<file path="src/rtl/da_filter_seq.sv">
// Control sequencer for the bit-serial distributed-arithmetic FIR datapath.
// Accepts a sample, runs DATA_W bit-cycles of shift/accumulate, then presents the result.
module da_filter_seq #(
  parameter int unsigned DATA_W = 20,
  parameter int unsigned CNT_W  = $clog2(DATA_W)
) (
  input  logic             clk,
  input  logic             rst_n,
  input  logic             in_valid,
  output logic             in_ready,
  input  logic             abort,
  output logic             load_we,
  output logic             tap_we,
  output logic             shift_en,
  output logic             acc_clr,
  output logic             acc_en,
  output logic             acc_sub,
  output logic [CNT_W-1:0] bit_idx,
  output logic             out_we,
  output logic             out_valid,
  input  logic             out_ready,
  output logic             busy
);

  typedef enum logic [2:0] {
    StIdle,
    StLoad,
    StCalc,
    StCapt,
    StHold
  } state_e;

  localparam logic [CNT_W-1:0] LastIdx = CNT_W'(DATA_W - 1);

  state_e           state_q, state_d;
  logic [CNT_W-1:0] bit_idx_q, bit_idx_d;

  always_ff @(posedge clk or negedge rst_n) begin
    if (!rst_n) begin
      state_q   <= StIdle;
      bit_idx_q <= '0;
    end else begin
      state_q   <= state_d;
      bit_idx_q <= bit_idx_d;
    end
  end

  always_comb begin
    state_d   = state_q;
    bit_idx_d = bit_idx_q;
    in_ready  = 1'b0;
    load_we   = 1'b0;
    tap_we    = 1'b0;
    shift_en  = 1'b0;
    acc_clr   = 1'b0;
    acc_en    = 1'b0;
    acc_sub   = 1'b0;
    out_we    = 1'b0;
    out_valid = 1'b0;

    case (state_q)
      StIdle: begin
        in_ready  = 1'b1;
        bit_idx_d = '0;
        if (in_valid) state_d = StLoad;
      end
      StLoad: begin
        load_we   = 1'b1;
        tap_we    = 1'b1;
        acc_clr   = 1'b1;
        bit_idx_d = '0;
        state_d   = abort ? StIdle : StCalc;
      end
      StCalc: begin
        if (abort) begin
          acc_clr   = 1'b1;
          bit_idx_d = '0;
          state_d   = StIdle;
        end else begin
          shift_en = 1'b1;
          acc_en   = 1'b1;
          // The MSB carries negative weight in two's complement.
          acc_sub  = (bit_idx_q == LastIdx);
          if (bit_idx_q == LastIdx) begin
            bit_idx_d = '0;
            state_d   = StCapt;
          end else begin
            bit_idx_d = bit_idx_q + CNT_W'(1);
          end
        end
      end
      StCapt: begin
        if (abort) begin
          acc_clr = 1'b1;
          state_d = StIdle;
        end else begin
          out_we  = 1'b1;
          state_d = StHold;
        end
        bit_idx_d = '0;
      end
      StHold: begin
        out_valid = 1'b1;
        in_ready  = out_ready;
        if (out_ready) state_d = in_valid ? StLoad : StIdle;
      end
      default: begin
        state_d   = StIdle;
        bit_idx_d = '0;
      end
    endcase
  end

  assign bit_idx = bit_idx_q;
  assign busy    = (state_q != StIdle);

endmodule

</file>
<file path="config.mk">
export PLATFORM = sky130hd
export DESIGN_NAME = da_filter_seq
export DESIGN_NICKNAME = d
export VERILOG_FILES = /design/src/rtl/da_filter_seq.sv
export SDC_FILE = /design/constraint.sdc
export NUM_CORES = 1
export LEC_CHECK = 0
export ABC_AREA = 1
export CAP_MARGIN = 10
export CORE_MARGIN = 5
export CORE_UTILIZATION = 38
export CTS_CLUSTER_SIZE = 25
export DETAILED_ROUTE_END_ITERATION = 16
export PLACE_DENSITY = 0.68
export SYNTH_ARGS = -nofsm -noshare
export SYNTH_HDL_FRONTEND = slang
export SYNTH_SLANG_ARGS = --single-unit
</file>
<file path="constraint.sdc">
create_clock -name clk -period 0.9 [get_ports clk]
set_input_delay 0.135 -clock clk [delete_from_list [all_inputs] [get_ports clk]]
set_output_delay 0.135 -clock clk [all_outputs]
set_load 0.05 [all_outputs]
</file>
==> flow_metrics.tcl, run 1 <==
set metrics [dict create \
    status "aborted with a tool error" \
    haltStage "global routing" \
    error "[ERROR DPL-0033] detailed placement checks failed during check placement." \
    numClockSinks 8 \
    post-dp-hpwl_um 1475 \
    die_x_um 48.58 \
    port_buffers 19 \
    htree_levels 1 \
    crit_endpoint "in_ready" \
    rows 14 \
    synth-seq-cells 8 \
    io_pins 20 \
    yosysWarnings 0 \
    gp_congestion 0.8285 \
    worst-ep-kind "primary output" \
    grt_max_degree 9 \
    clockRootBuffer "clkbuf_4" \
    cts_buffers 3 \
    syn_avg_cell_area_sq_um 7.441 \
    dieHeight_um 48.58 \
    start_util 0.3890 \
    place_area_sq_um 1087 \
    syn-num-nets 82 \
    syn_inst 76 \
    seq_area_frac_synth 0.3540 \
    antenna_found_initial 0 \
    ys_types 21 \
    synth_area_sq_um 565.5 \
    clockBufferDepth 2 \
]
[per-stage QoR]
stage / cells / setup WS [ps]
after floorplan: 76 / -429.2
after global placement: 126 / -480.4
after detailed placement: 126 / -500.6
after CTS: 138 / -557.2
[cell usage after synthesis]
master	instances	area [sq um]
a21oi_2	2	17.52
buf_4	2	15.01
clkinv_1	1	3.750
dfrtp_1	8	200.2
ha_1	1	12.51
inv_1	11	41.29
inv_2	1	3.750
inv_4	1	6.260
nand2_1	18	67.56
nand2_2	2	12.51
nand2_4	4	45.04
nand3_1	6	30.03
nand3_2	1	10.01
nand3b_1	1	7.510
nand4_1	1	6.260
nor2_1	9	33.78
nor2_2	1	6.260
nor2_4	2	22.52
nor3_1	1	5.000
o21ai_1	2	10.01
xor2_1	1	8.760
[kinds of logic after synthesis]
group,after synthesis,share of synthesized area
AND/OR/NAND/NOR,46,0.4358
buffers and inverters,16,0.1239
flip-flops,8,0.3540
AO/OA/AOI/OAI,4,0.04868
XOR/XNOR,1,0.01549
adder cells (fa/ha/maj),1,0.02212
[what timing repair did]
action,in CTS
buffers inserted,9
pin swaps,6
setup endpoints to repair,23
gates resized for setup,19
hold buffers,0
==> run 2: changes to the inputs <==
CORE_AREA = 5 5 66 68   (was unset)
CORE_MARGIN = unset   (was 5)
CORE_UTILIZATION = unset   (was 38)
CTS_CLUSTER_SIZE = unset   (was 25)
DIE_AREA = 0 0 71 73   (was unset)
PLACE_DENSITY = unset   (was 0.68)
PLACE_DENSITY_LB_ADDON = 0.15   (was unset)
clock period = 1.2 ns   (was 0.9 ns; I/O delays follow)
==> run 2 against run 1 <==
  * The flow now finishes, with violations (setup timing)
  * Area after synthesis did not move
  * Synthesized cell count did not move
==> flow_metrics.tcl, run 2 <==
set metrics [dict create \
    status "finished, violations left" \
    violations "setup timing" \
    numClockSinks 8 \
    grt_pass1_wl_um 2780 \
    setup_violations 10 \
    crit_chain "nor2_4, nand2_4, o21ai_4, buf_12" \
    slew_viol_final 0 \
    setup_tns_ps -1557 \
    grt_pass1_vias 621 \
    min_period_ps 1419 \
    irDropWorstVdd_mv 0.7217 \
    worstPathRequired_ps 1020 \
    drt-wirelength-per-cell_um 9.617 \
    fmax_mhz 704.9 \
    crit_type "flop to output port" \
    die_x_um 71 \
    final_core_util 0.3261 \
    cp-end-kind "output port" \
    io_pins 20 \
    grt_max_degree 9 \
    fin_cells 167 \
    final_common_cell "buf_4" \
    seq_area_frac_synth 0.3540 \
    num-nets-final 125 \
    yosys.area.top_type_share 0.3540 \
    synth_top_cells_by_count "nand2_1, inv_1, nor2_1, dfrtp_1, nand3_1" \
    dieHeight_um 73 \
    clkTransAtPathRegs_ps 40 \
    port_buffers 19 \
    placed_cells 161 \
    fp.dieArea_sq_um 5183 \
    cp-start-kind "flop" \
    cts_buffers 3 \
    ff_latch_area_sq_um 207.7 \
    syn_inst 76 \
    grt_setup_unrepaired "true" \
    p_leak_nw 0.5733 \
    clockBufferDepth 2 \
    yosys.area.top_type "dfrtp_1" \
    htree_levels 1 \
    syn-num-nets 82 \
    path_max_fanout 4 \
    synth-edff-count 0 \
    timing.slew.headroom 0.7339 \
    hold_class "primary input to asynchronous set/reset pin" \
    gp_congestion 0.7556 \
    async_reset_ff_frac 1.000 \
    skew_ps 1.349 \
    synth-seq-cells 8 \
    ys_types 21 \
    insertion_delay_ps 220 \
    vias 609 \
    vias_per_cell 3.647 \
    core_area_sq_um 3799 \
    cap_viol_max_count 0 \
    layout-drive-gt1-share 0.6239 \
    worstMarginPinSlew_ps 397.9 \
    gr-total-overflow 0 \
    pwr_density_cell_nw_per_um2 2369 \
    multi_input_area_sq_um 355.3 \
    antenna_left 0 \
    synthTopCellsByArea "dfrtp_1, nand2_1, nand2_4, inv_1, nor2_1" \
    timing.final.ws_setup_ps -218.7 \
    syn_avg_cell_area_sq_um 7.441 \
    synth_area_sq_um 565.5 \
    routed_wirelength_um 1606 \
    rows 23 \
    min_period_over_period 1.182 \
    finalHoldViolations 0 \
    largest_reg_flops 5 \
    drc 0 \
    n_antenna_cell 0 \
    final_cell_mix "buf_4, nand2_1, buf_12" \
    antenna_found_initial 0 \
    yosysWarnings 0 \
    fillers 414 \
    synth_top_flop_cell "dfrtp_1" \
    cts_tree "yes" \
    start_util 0.1489 \
    critPathSlowestCell "dfrtp_2" \
    dr.pass1.iters 4 \
    drt-initial-drc-count 12 \
    clockRootBuffer "clkbuf_8" \
    grt_use_total 0.06749 \
    syn2layout_area_growth_pct 119.0 \
    synth_most_common_cell "nand2_1" \
    post-dp-hpwl_um 1343 \
    max_stage_delay_ps 430 \
    p_total_mw 2.935 \
    arrival_ps 1240 \
]
-- run 2: cell counts after synthesis --
No cell type changed its count.
-- run 2: final cells by class --
class	instances	area share
Multi-Input combinational cell	52	0.2869
Timing Repair Buffer	40	0.4101
Clock buffer	3	0.03333
Inverter	14	0.05152
Sequential cell	8	0.1677
Tap cell	50	0.05050
-- run 2: what timing repair did --
action / in CTS / in global routing
hold buffers: 0 / 0
endpoints found under the setup margin: 11 / 13
endpoints found under the hold margin: 0 / 0
resized for setup: 12 / 2
pin swaps: 1 / 2
buffers inserted: 3 / 1
-- run 2: worst max-delay path, delay by kind of cell, from the launching register on --
family / cells / cell delay, ps
flops: 1 / 430
simple gates: 2 / 280
compound gates: 1 / 150
buf+inv: 1 / 150
-- run 2: where the power goes --
part / internal [mW] / switching (mW) / leakage [nW]
Clock: 0.217 / 0.102 / 0.0216
Sequential: 0.339 / 0.0923 / 0.0990
Combinational: 1.02 / 1.17 / 0.453
Total: 1.57 / 1.36 / 0.573
-- run 2: per-stage QoR --
step	hold slack, ps	instance area, sq um	setup slack [ps]
6_report	249.9	1239	-218.7
5_1_grt	293.1	1239	-273.4
3_3_place_gp	507.5	1142	-268.0
3_5_place_dp	512.7	1142	-301.8
2_1_floorplan	-115.6	626.9	-174.2
4_1_cts	270.3	1232	-228.5
-- run 2: metal layers --
metal | part of all wire | GRT usage
met1 | 0.42 | 0.07788
met2 | 0.54 | 0.1184
met3 | 0.031 | 0.006887
met4 | 0.016 | 0.04384
met5 | 0 | 0
-- run 2: final timing paths --
kind	from	end	slack [ps]	cells after the start
min reg2reg	bit_idx[0]	bit_idx[1]	620	3
min	rst_n	bit_idx[4]	250	1
max	state_q[1]	in_ready	-220	4
max in group asynchronous	rst_n	bit_idx[0]	640	1
max reg2reg	state_q[1]	state_q[0]	10	6
min in group clk	abort	state_q[1]	400	3
-- run 2: cells by family after synthesis --
family,synth area share
AO/OA/AOI/OAI,0.04868
XOR/XNOR,0.01549
adder cells (fa/ha/maj),0.02212
buffers and inverters,0.1239
flip-flops,0.3540
AND/OR/NAND/NOR,0.4358
Note: power is estimated with default switching activity, not from simulation.
